`config.mk`:
```
export PLATFORM = sky130hd
export DESIGN_NAME = efi_cfg_bank_flat
export DESIGN_NICKNAME = d
export VERILOG_FILES = /design/src/rtl/efi_cfg_pkg.sv /design/src/rtl/efi_cfg_bank_if.sv /design/src/rtl/efi_cfg_commit_fsm.sv /design/src/rtl/efi_cfg_bank.sv /design/src/flat_wrapper.sv
export SDC_FILE = /design/constraint.sdc
export NUM_CORES = 1
export LEC_CHECK = 0
export ABC_AREA = 1
export ABC_CLOCK_PERIOD_IN_PS = 39600
export CAP_MARGIN = 25
export CORE_ASPECT_RATIO = 1.4
export CORE_MARGIN = 5
export CORE_UTILIZATION = 25
export CTS_CLUSTER_SIZE = 30
export DETAILED_ROUTE_END_ITERATION = 8
export PLACE_DENSITY = 0.42
export REMOVE_ABC_BUFFERS = 1
export SYNTH_ARGS = -nofsm -noshare
export SYNTH_HDL_FRONTEND = slang
export SYNTH_HIERARCHICAL = 1
export SYNTH_SLANG_ARGS = --single-unit
```
`constraint.sdc`:
```
create_clock -name clk -period 39.6 [get_ports clk]
set_input_delay 3.96 -clock clk [delete_from_list [all_inputs] [get_ports clk]]
set_output_delay 3.96 -clock clk [all_outputs]
set_load 0.03 [all_outputs]
```
`src/rtl/efi_cfg_pkg.sv`:
```
`default_nettype none
// ============================================================================
//  Module      : efi_cfg_pkg
//  Description : Shared types and constants for the EFI configuration bank.
//  Revision    : 1.0 - initial release
// ============================================================================
package efi_cfg_pkg;

    typedef enum logic [1:0] {
        ST_IDLE  = 2'd0,
        ST_ARMED = 2'd1,
        ST_COPY  = 2'd2
    } cfg_state_t;

    localparam int REG_EN        = 0;
    localparam int REG_TOOTH_CNT = 1;
    localparam int REG_TOOTH_W   = 2;
    localparam int REG_MISSING   = 3;
    localparam int REG_TRIG_OFS  = 4;
    localparam int REG_QPR       = 5;
    localparam int REG_PHASE0    = 6;
    localparam int REG_TIMING    = 7;
    localparam int REG_DWELL     = 8;
    localparam int REG_PW0       = 9;

    // Crank-geometry registers 1..5 must not move while the synchroniser is locked.
    localparam logic [15:0] c_lock_mask_default = 16'h003E;

endpackage
`default_nettype wire

```
`src/rtl/efi_cfg_bank_if.sv`:
```
`default_nettype none
// ============================================================================
//  Module      : efi_cfg_bank_if
//  Description : Host write/read bus of the EFI configuration bank.
//  Revision    : 1.0 - initial release
// ============================================================================
interface efi_cfg_bank_if #(
    parameter int DW = 16,
    parameter int AW = 4
);
    logic          wr_en;
    logic [AW-1:0] wr_addr;
    logic [DW-1:0] wr_data;
    logic          wr_err;
    logic [AW:0]   rd_addr;
    logic [DW-1:0] rd_data;

    modport master (
        output wr_en, wr_addr, wr_data, rd_addr,
        input  wr_err, rd_data
    );

    modport slave (
        input  wr_en, wr_addr, wr_data, rd_addr,
        output wr_err, rd_data
    );
endinterface
`default_nettype wire

```
`src/rtl/efi_cfg_commit_fsm.sv`:
```
`default_nettype none
// ============================================================================
//  Module      : efi_cfg_commit_fsm
//  Description : Commit sequencer: immediate or trigger-aligned shadow->live
//                copy with timeout fallback and sticky timeout flag.
//  Revision    : 1.0 - initial release
// ============================================================================
module efi_cfg_commit_fsm
    import efi_cfg_pkg::*;
#(
    parameter int              TO_W    = 24,
    parameter logic [TO_W-1:0] TIMEOUT = 24'd8000000
) (
    input  wire logic clk,
    input  wire logic rst,
    input  wire logic commit_req,
    input  wire logic commit_imm,
    input  wire logic trigger,
    input  wire logic synced,
    input  wire logic clr_flags,
    output logic      copy,
    output logic      armed,
    output logic      commit_done,
    output logic      to_flag
);

    localparam logic [TO_W-1:0] c_to_last = TIMEOUT - TO_W'(1);

    cfg_state_t      r_state;
    logic [TO_W-1:0] r_cnt;
    logic            r_copy;
    logic            r_armed;
    logic            r_done;
    logic            r_to_flag;
    logic            w_timeout;

    assign w_timeout = (r_cnt >= c_to_last);

    always_ff @(posedge clk or posedge rst) begin
        if (rst) begin
            r_state   <= ST_IDLE;
            r_cnt     <= '0;
            r_copy    <= 1'b0;
            r_armed   <= 1'b0;
            r_done    <= 1'b0;
            r_to_flag <= 1'b0;
        end else begin
            r_copy <= 1'b0;
            r_done <= 1'b0;
            if (clr_flags) begin
                r_to_flag <= 1'b0;
            end
            case (r_state)
                ST_IDLE: begin
                    if (commit_req) begin
                        if (commit_imm || !synced) begin
                            r_state <= ST_COPY;
                            r_copy  <= 1'b1;
                            r_done  <= 1'b1;
                        end else begin
                            r_state <= ST_ARMED;
                            r_cnt   <= '0;
                            r_armed <= 1'b1;
                        end
                    end
                end
                ST_ARMED: begin
                    if (r_cnt != '1) begin
                        r_cnt <= r_cnt + TO_W'(1);
                    end
                    if (trigger || !synced || w_timeout) begin
                        r_state <= ST_COPY;
                        r_armed <= 1'b0;
                        r_copy  <= 1'b1;
                        r_done  <= 1'b1;
                        // A trigger on the timeout cycle is an ordinary aligned commit.
                        if (!trigger && synced) begin
                            r_to_flag <= 1'b1;
                        end
                    end
                end
                ST_COPY: begin
                    r_state <= ST_IDLE;
                end
                default: begin
                    r_state <= ST_IDLE;
                    r_armed <= 1'b0;
                end
            endcase
        end
    end

    assign copy        = r_copy;
    assign armed       = r_armed;
    assign commit_done = r_done;
    assign to_flag     = r_to_flag;

endmodule
`default_nettype wire

```
`src/rtl/efi_cfg_bank.sv`:
```
`default_nettype none
// ============================================================================
//  Module      : efi_cfg_bank
//  Description : Double-buffered EFI configuration register bank with
//                write protection, shadow/status readback and atomic commit.
//  Revision    : 1.0 - initial release
// ============================================================================
module efi_cfg_bank
    import efi_cfg_pkg::*;
#(
    parameter int                     N_REGS     = 16,
    parameter int                     DW         = 16,
    parameter int                     AW         = 4,
    parameter int                     N_STAT     = 4,
    parameter logic [N_REGS*DW-1:0]   RESET_VALS = '0,
    parameter logic [N_REGS-1:0]      LOCK_MASK  = N_REGS'(c_lock_mask_default),
    parameter int                     TO_W       = 24,
    parameter logic [TO_W-1:0]        TIMEOUT    = 24'd8000000
) (
    input  wire logic                   clk,
    input  wire logic                   rst,
    efi_cfg_bank_if.slave               bus,
    input  wire logic [N_STAT*DW-1:0]   stat_in,
    input  wire logic                   commit_req,
    input  wire logic                   commit_imm,
    input  wire logic                   trigger,
    input  wire logic                   synced,
    input  wire logic                   clr_flags,
    output logic      [N_REGS*DW-1:0]   live_regs,
    output logic                        dirty,
    output logic                        armed,
    output logic                        commit_done,
    output logic                        to_flag
);

    localparam int                 c_span = 2 ** AW;
    localparam logic [c_span-1:0]  c_lock = c_span'(LOCK_MASK);

    logic [DW-1:0]        r_shadow [N_REGS];
    logic [N_REGS*DW-1:0] r_live;
    logic                 r_dirty;
    logic [DW-1:0]        r_rd_data;
    logic                 r_wr_err;
    logic                 w_copy;
    logic                 w_addr_ok;
    logic                 w_locked;
    logic                 w_wr_acc;
    logic [DW-1:0]        w_rd_next;

    assign w_addr_ok = (int'(bus.wr_addr) < N_REGS);
    assign w_locked  = c_lock[bus.wr_addr] && synced;
    assign w_wr_acc  = bus.wr_en && w_addr_ok && !w_locked;

    efi_cfg_commit_fsm #(
        .TO_W    (TO_W),
        .TIMEOUT (TIMEOUT)
    ) u_commit_fsm (
        .clk         (clk),
        .rst         (rst),
        .commit_req  (commit_req),
        .commit_imm  (commit_imm),
        .trigger     (trigger),
        .synced      (synced),
        .clr_flags   (clr_flags),
        .copy        (w_copy),
        .armed       (armed),
        .commit_done (commit_done),
        .to_flag     (to_flag)
    );

    // Live captures the shadow as it stood before any same-cycle write.
    always_ff @(posedge clk or posedge rst) begin
        if (rst) begin
            for (int i = 0; i < N_REGS; i++) begin
                r_shadow[i] <= RESET_VALS[i*DW +: DW];
            end
            r_live  <= RESET_VALS;
            r_dirty <= 1'b0;
        end else begin
            for (int i = 0; i < N_REGS; i++) begin
                if (w_wr_acc && (bus.wr_addr == AW'(i))) begin
                    r_shadow[i] <= bus.wr_data;
                end
            end
            if (w_copy) begin
                for (int i = 0; i < N_REGS; i++) begin
                    r_live[i*DW +: DW] <= r_shadow[i];
                end
                r_dirty <= w_wr_acc;
            end else if (w_wr_acc) begin
                r_dirty <= 1'b1;
            end
        end
    end

    always_comb begin
        w_rd_next = '0;
        if (bus.rd_addr[AW]) begin
            for (int i = 0; i < N_STAT; i++) begin
                if (bus.rd_addr[AW-1:0] == AW'(i)) begin
                    w_rd_next = stat_in[i*DW +: DW];
                end
            end
        end else begin
            for (int i = 0; i < N_REGS; i++) begin
                if (bus.rd_addr[AW-1:0] == AW'(i)) begin
                    w_rd_next = r_shadow[i];
                end
            end
        end
    end

    always_ff @(posedge clk or posedge rst) begin
        if (rst) begin
            r_rd_data <= '0;
            r_wr_err  <= 1'b0;
        end else begin
            r_rd_data <= w_rd_next;
            r_wr_err  <= bus.wr_en && !w_wr_acc;
        end
    end

    assign bus.rd_data = r_rd_data;
    assign bus.wr_err  = r_wr_err;
    assign live_regs   = r_live;
    assign dirty       = r_dirty;

endmodule
`default_nettype wire

```
`src/flat_wrapper.sv`:
```
// flat-port wrapper written by rule: the top's interface ports become plain ports
module efi_cfg_bank_flat import efi_cfg_pkg::*;
#(
    parameter int                     N_REGS     = 16,
    parameter int                     DW         = 16,
    parameter int                     AW         = 4,
    parameter int                     N_STAT     = 4,
    parameter logic [N_REGS*DW-1:0]   RESET_VALS = '0,
    parameter logic [N_REGS-1:0]      LOCK_MASK  = N_REGS'(c_lock_mask_default),
    parameter int                     TO_W       = 24,
    parameter logic [TO_W-1:0]        TIMEOUT    = 24'd8000000
)
  (clk, rst, stat_in, commit_req, commit_imm, trigger, synced, clr_flags, live_regs, dirty, armed, commit_done, to_flag, bus_wr_en, bus_wr_addr, bus_wr_data, bus_rd_addr, bus_wr_err, bus_rd_data);
  efi_cfg_bank_if #(.DW(DW), .AW(AW)) bus_i ();
  input  wire logic clk;
  input  wire logic rst;
  input  wire logic [N_STAT*DW-1:0] stat_in;
  input  wire logic commit_req;
  input  wire logic commit_imm;
  input  wire logic trigger;
  input  wire logic synced;
  input  wire logic clr_flags;
  output logic      [N_REGS*DW-1:0] live_regs;
  output logic dirty;
  output logic armed;
  output logic commit_done;
  output logic to_flag;
  input wire logic [$bits(bus_i.wr_en)-1:0] bus_wr_en;
  input wire logic [$bits(bus_i.wr_addr)-1:0] bus_wr_addr;
  input wire logic [$bits(bus_i.wr_data)-1:0] bus_wr_data;
  input wire logic [$bits(bus_i.rd_addr)-1:0] bus_rd_addr;
  output wire logic [$bits(bus_i.wr_err)-1:0] bus_wr_err;
  output wire logic [$bits(bus_i.rd_data)-1:0] bus_rd_data;
  assign bus_i.wr_en = bus_wr_en;
  assign bus_i.wr_addr = bus_wr_addr;
  assign bus_i.wr_data = bus_wr_data;
  assign bus_i.rd_addr = bus_rd_addr;
  assign bus_wr_err = bus_i.wr_err;
  assign bus_rd_data = bus_i.rd_data;
  efi_cfg_bank #(.N_REGS(N_REGS), .DW(DW), .AW(AW), .N_STAT(N_STAT), .RESET_VALS(RESET_VALS), .LOCK_MASK(LOCK_MASK), .TO_W(TO_W), .TIMEOUT(TIMEOUT)) u_core (.clk(clk), .rst(rst), .bus(bus_i), .stat_in(stat_in), .commit_req(commit_req), .commit_imm(commit_imm), .trigger(trigger), .synced(synced), .clr_flags(clr_flags), .live_regs(live_regs), .dirty(dirty), .armed(armed), .commit_done(commit_done), .to_flag(to_flag));
endmodule
```
---- Yosys cells after proc, flatten, opt, wreduce, memory -nomap -nowiden ----
Memory sizes are Yosys's and may differ from the RTL's.
Index checks and enable logic that the tools add are counted.
word-level totals
  register bits ........................... 559
  output and inout port bits .............. 277
  ROM bits ................................ 16
  memories ................................ 1
  logic and storage cells ................. 146
  bits of input ports ..................... 97
operators by class
  bitwise gates (word level) .............. 1
  reduce and logical (&&, ||, !) cells .... 35
  order comparisons ....................... 2
  $add $sub $neg .......................... 1
  eq/ne operators ......................... 37
  multiplexer cells ....................... 44
memory list
  name              depth  width  rd ports  clocked after memory_dff  write ports  RTL line            text
  (name not given)  16     1      1         0                         0            efi_cfg_bank.sv:51  assign w_locked = c_lock[bus.wr_addr] && synced;
operator list
  kind                                                                                   count
  16-bit 2-to-1 mux                                                                      21
  24-bit 2-to-1 mux                                                                      3
  4-bit == test, second input constant                                                   16
  24-bit one-hot mux with 2 select lines                                                 1
  4-bit by 3-bit == test with 1-bit output, second input constant                        8
  24-bit by 1-bit adder with 24-bit output, second input constant                        1
  24-bit by 23-bit greater-or-equal comparator with 1-bit output, second input constant  1
  24-bit != test, second input constant                                                  1
  1-bit logical AND                                                                      20
  4-bit by 2-bit == test with 1-bit output, second input constant                        4
  1-bit 2-to-1 mux                                                                       13
  4-bit by 1-bit == test with 1-bit output, second input constant                        2
  4-bit zero test                                                                        2
  2-bit != test, second input constant                                                   4
  4-bit AND reduction                                                                    2
  2-bit 2-to-1 mux                                                                       3
  4-bit by 5-bit < comparator with 1-bit output, second input constant                   1
  1-bit zero test                                                                        4
  2-bit one-hot mux with 2 select lines                                                  1
  2-bit nonzero test                                                                     2
  1-bit logical OR                                                                       3
  1-bit one-hot mux with 3 select lines                                                  1
  2-bit by 1-bit == test with 1-bit output, second input constant                        1
  2-bit == test, second input constant                                                   1
  other kinds (4)                                                                        4

---- Logic depth before layout (Yosys ltp) ----
  depth after elaboration ................. 18
  depth in mapped cells ................... 16
  mapped depth without buffers ............ 15

---- Cells and area by module ----
Netlist, hierarchy kept.
by module, submodules not included
  module              area an instance (sq um)  cells an instance  times used  sequential area each (sq um)
  efi_cfg_bank        21745.9                   2183               1           13262.7
  efi_cfg_commit_fsm  2000.7                    289                1           725.7

---- Least setup slack after synthesis ----
No wires, ideal clock.
  path type ............................... input-to-reg
  start ................................... in bus_wr_addr[0]
  end ..................................... reg u_core/r_shadow[102] in the netlist's numbering
  arrival ................................. 5056 ps
  path slack .............................. 34411 ps
  stages on the path ...................... 10
  path buffers ............................ 2
  cell sequence ........................... nor2_1 -> o22ai_1 -> nand2_1 -> nand2_1 -> inv_2 -> buf_8 -> nand2_4 -> buf_2 -> nand2_1 -> o21ai_0
between the ends
  word-level cells in the longest chain between the ends .. 6
ends and longest elaborated chain
  element                                 RTL line            text
  start: declaration                      flat_wrapper.sv:29  input wire logic [$bits(bus_i.wr_addr)-1:0] bus_wr_addr;
  memory 16 x 1 bit                       n/a
  1-bit 2-to-1 mux (not written as such)  efi_cfg_bank.sv:51
  1-bit logical AND                       efi_cfg_bank.sv:51
  1-bit zero test                         efi_cfg_bank.sv:52  assign w_wr_acc = bus.wr_en && w_addr_ok && !w_locked;
  1-bit logical AND                       efi_cfg_bank.sv:52
  1-bit logical AND *                     efi_cfg_bank.sv:81  if (w_wr_acc && (bus.wr_addr == AW'(i))) begin
  end signal: indexed assignment          efi_cfg_bank.sv:75  r_shadow[i] <= RESET_VALS[i*DW +: DW];
  end signal: indexed assignment          efi_cfg_bank.sv:82  r_shadow[i] <= bus.wr_data;
  end: declaration                        efi_cfg_bank.sv:39  logic [DW-1:0] r_shadow [N_REGS];
Mark *: on every way between the ends. The rest lies on a longest branch, timed or not. The select of a mux whose other input is x is not followed.
A chain may end at the register's enable or synchronous reset.

---- Worst setup path in the final report ----
  start ................................... in bus_rd_addr[2]
  end ..................................... reg u_core.r_rd_data[2] (netlist: u_core/bus.rd_data[2])
between the ends
  word-level cells in the longest chain between the ends .. 18
ends and longest elaborated chain
  element                           RTL line                                  text
  start: declaration                flat_wrapper.sv:31                        input wire logic [$bits(bus_i.rd_addr)-1:0] bus_rd_addr;
  4-bit zero test                   efi_cfg_bank.sv:100, efi_cfg_bank.sv:106
  16-bit 2-to-1 mux (16 in series)  efi_cfg_bank.sv:106                       if (bus.rd_addr[AW-1:0] == AW'(i)) begin
  16-bit 2-to-1 mux *               efi_cfg_bank.sv:98                        if (bus.rd_addr[AW]) begin
  via u_core.w_rd_next[2]           efi_cfg_bank.sv:48                        logic [DW-1:0] w_rd_next;
  end signal: assignment            efi_cfg_bank.sv:118                       r_rd_data <= w_rd_next;
  end: declaration                  efi_cfg_bank.sv:42                        logic [DW-1:0] r_rd_data;
The timed path passes the listed nets; every way through them passes the cells marked *.

==> impl_metrics.py <==
metrics = {
    "outcome": {
        "run_status": "completed",
    },
    "clock_tree": {
        "postCtsSetupBuffers": 0,
        "path_clk_slew_ps": 60,
        "h-tree-depth": 2,
        "numClockSinks": 559,
        "clk_path_buf_depth": 3,
        "cts_root_buf": "clkbuf_16",
        "clk_latency_ps": 630,
        "ctsHoldBuffers": 0,
        "cts-resized-gates": 0,
        "cts_tree": "done",
        "numCtsBuffers": 59,
    },
    "floorplanning": {
        "rows": 133,
        "dieArea_um2": 101000,
        "initial_core_util_pct": 25.2,
        "core_region_area_um2": 94200,
        "ios": 374,
        "die_w_um": 270,
        "die_y_um": 375,
    },
    "critical_path": {
        "path_delay_family": "simple AND/OR/NAND/NOR gates",
        "crit_type": "primary input to register",
        "r2r_end": "u_core/live_regs[13]",
        "endpoint_kind": "register",
        "path_cells": "clkdlybuf4s50_1, inv_2, nand2_2, nor2_2, buf_4, nand2_1, nand3_1, nor2_1, nand4_1, nor2_1, nand4_1, nor2_1, nand4_1, nand2_1, nand2_1",
        "r2r_setup_slack_ps": 35680,
        "path_buf_inv": 3,
        "max_stage_delay_ps": 590,
        "crit_slowest_cell": "clkdlybuf4s50_1",
        "startpoint_type": "primary input",
        "arrival_ps": 6810,
        "cp_max_fo": 26,
        "cp_data_required_time_ps": 40130,
        "reg2regPathDepth": 4,
        "rr_startpoint": "u_core/u_commit_fsm/commit_done",
    },
    "sta": {
        "rsz0062_at_grt": "false",
        "fin_crit_sh_pct": 15.9,
        "fin_ws_ps": 33320,
        "relSlewSlack_pct": 25.9,
        "skew_ps": 18.5,
        "hold_violations": 0,
        "min_period_ps": 6280,
        "max_freq_mhz": 159,
        "setup_viol": 0,
        "tns_ps": 0,
        "drv_slew": 0,
        "worst_pin_slew_ps": 1110,
    },
    "synth": {
        "synthFlopType": "dfrtp_1",
        "yosys_warnings": 6,
        "synth-edff-count": 0,
        "synthesis.area_um2": 23700,
        "synth-seq-cells": 559,
        "synth_area_leaders": "dfrtp_1, nand2_1, mux2_2, o21ai_0, nor2_1",
        "synth_top_area_share_pct": 58.9,
        "synth_top_cell_by_area": "dfrtp_1",
        "syn_area_per_cell_um2": 9.61,
        "ys_async_sr_fraction_pct": 100,
        "synth_cell_types": 35,
        "yosysSeqAreaShare_pct": 58.9,
        "synthCells": 2472,
    },
    "min_path": {
        "min_from": "u_core/r_shadow[41]",
        "whs_path_depth": 2,
        "hold_path.class": "register to register",
        "whs_endpoint": "u_core/r_shadow[41]",
    },
    "place": {
        "globalplace.congestion": 0.830,
        "dp_hpwl_um": 64600,
        "place_ws_ps": 32410,
        "io_buffer_count": 373,
    },
    "pwr": {
        "vdd_drop_max_uv": 38.6,
        "p_per_area_nw_per_um2": 77.1,
        "p_leak_nw": 13.8,
    },
    "global_routing": {
        "grt.overflow.total": 0,
        "grtUsageTotal_pct": 17.2,
        "grt_pass1_vias": 18800,
        "antenna_found_initial": 2,
        "grt_max_degree": 170,
        "grt_pass1_wl_um": 132000,
    },
    "final_layout": {
        "drive_gt1_share_pct": 13.4,
        "syn_to_final_growth_pct": 29.4,
        "fin_nets": 2890,
        "num-fill-cells": 9661,
    },
    "route": {
        "drc": 0,
        "antenna_left": 0,
        "wl_per_cell_um": 22.2,
        "routed_via_density": 4.58,
        "drt_iter0_drc": 1420,
        "totalWireLength_um": 90000,
        "dr.pass1.iters": 7,
        "via_count": 18600,
    },
    "job": {
        "maxCapViolCount": 0,
    },
}
-- metrics by stage --
| stage | util (%) | cell area (µm²) | total power, W | hold slack [ps] | instances |
|---|---|---|---|---|---|
| 6_report | 32.6 | 30700 | 0.00237 | 482 | 4059 |
| 5_1_grt | 32.6 | 30700 | 0.00249 | 502 | 4055 |
| 4_1_cts | 32.6 | 30700 | 0.00241 | 489 | 4053 |
| 3_5_place_dp | 30.4 | 28600 | 0.00181 | 469 | 3944 |
| 3_3_place_gp | 30.4 | 28600 | 0.00180 | 466 | 3942 |
| 2_1_floorplan | - | 23100 | 0.00142 | 453 | 2333 |
-- registers in the layout, summed over array words and instances (netlist names) --
name                             cells
u_core/u_commit_fsm/r_cnt           24
u_core/u_commit_fsm/to_flag          1
u_core/live_regs                   256
u_core/u_commit_fsm/armed            1
u_core/bus.rd_data                  16
u_core/r_shadow                    256
u_core/dirty                         1
u_core/u_commit_fsm/commit_done      1
u_core/bus.wr_err                    1
u_core/u_commit_fsm/r_state          2
-- cells in the final DEF, fill, tap and decap left out, types with 3 or more instances in the layout --
cell	instances
nand2_2	7
diode_2	4
clkdlybuf4s50_1	372
nor2_2	11
inv_1	126
xor2_1	12
clkbuf_1	11
or2_2	4
o21ai_0	265
mux2_2	192
nand4_1	66
nand2_1	675
nand3_1	53
dfrtp_1	558
xnor2_1	3
nor3_1	3
a21oi_1	105
nor2_4	4
bufinv_16	5
buf_4	19
clkbuf_16	60
inv_2	9
nand2_4	10
nor2_1	203
buf_16	4
clkbuf_8	16
o21ai_2	15
clkinv_2	11
-- cells by family after synthesis --
family	after synthesis	share of synthesized area, %
simple gates	1043	18.2
mux	192	9.10
compound gates	387	8.41
flops	559	58.9
xor+xnor	15	0.553
fa+ha+maj	1	0.0527
buf+inv	275	4.79
-- cells in the mapped netlist (2+ instances only) --
| cell | n |
|---|---|
| a21oi_1 | 105 |
| o21ai_2 | 15 |
| nor2_4 | 2 |
| nand3_1 | 53 |
| nand2_2 | 7 |
| clkbuf_1 | 87 |
| nor3_1 | 3 |
| buf_1 | 6 |
| xnor2_1 | 3 |
| nor2_1 | 209 |
| nand3_2 | 2 |
| nand2_1 | 675 |
| xor2_1 | 12 |
| nand4_1 | 66 |
| nand2_4 | 10 |
| buf_2 | 36 |
| buf_6 | 5 |
| inv_2 | 9 |
| or2_2 | 4 |
| mux2_2 | 192 |
| o21ai_0 | 265 |
| nor2_2 | 7 |
| buf_4 | 3 |
| dfrtp_1 | 559 |
| inv_1 | 127 |
-- final cells by class --
type	count	area, µm²	area share [%]
diodes	4	10.0	0.0326
clock buffers	87	1760	5.74
clock inverters	22	263	0.855
inverters	136	518	1.69
multi-input cells	1638	8640	28.1
flip-flops and latches	559	14000	45.5
well taps	1215	1520	4.95
repair buffers	398	4020	13.1
-- per-layer routing --
layer / vias up / share of wire [%] / global-route usage [%]
met5: - / 0 / 0
met4: 0 / 2.3 / 4.11
met3: 91 / 7.6 / 5.22
met2: 525 / 50 / 30.0
met1: 9236 / 41 / 21.0
li1: 8731 / - / -
-- worst max-delay path by stage --
stage                        start                     to  cells past startpoint
detailed placement             rst    u_core/r_shadow[37]                      4
floorplan                      rst  u_core/bus.rd_data[0]                      1
global placement               rst  u_core/bus.rd_data[7]                      4
CTS                            rst  u_core/live_regs[247]                      4
finish              bus_rd_addr[2]  u_core/bus.rd_data[2]                     15
global route                   rst    u_core/r_shadow[11]                      5
-- tightest hold or removal path, delay by kind of cell (launching register included) --
kind | cells | cell delay, ps
simple gates | 1 | 50
compound gates | 1 | 60
flops | 1 | 340
-- power breakdown --
part	total, W	internal [W]	leakage [nW]	switching, W
Sequential	0.000906	0.000753	7.12	0.000153
Combinational	0.000880	0.000362	5.65	0.000518
Clock	0.000582	0.000340	1.00	0.000242
No activity file was read; power rests on OpenSTA's default activity.
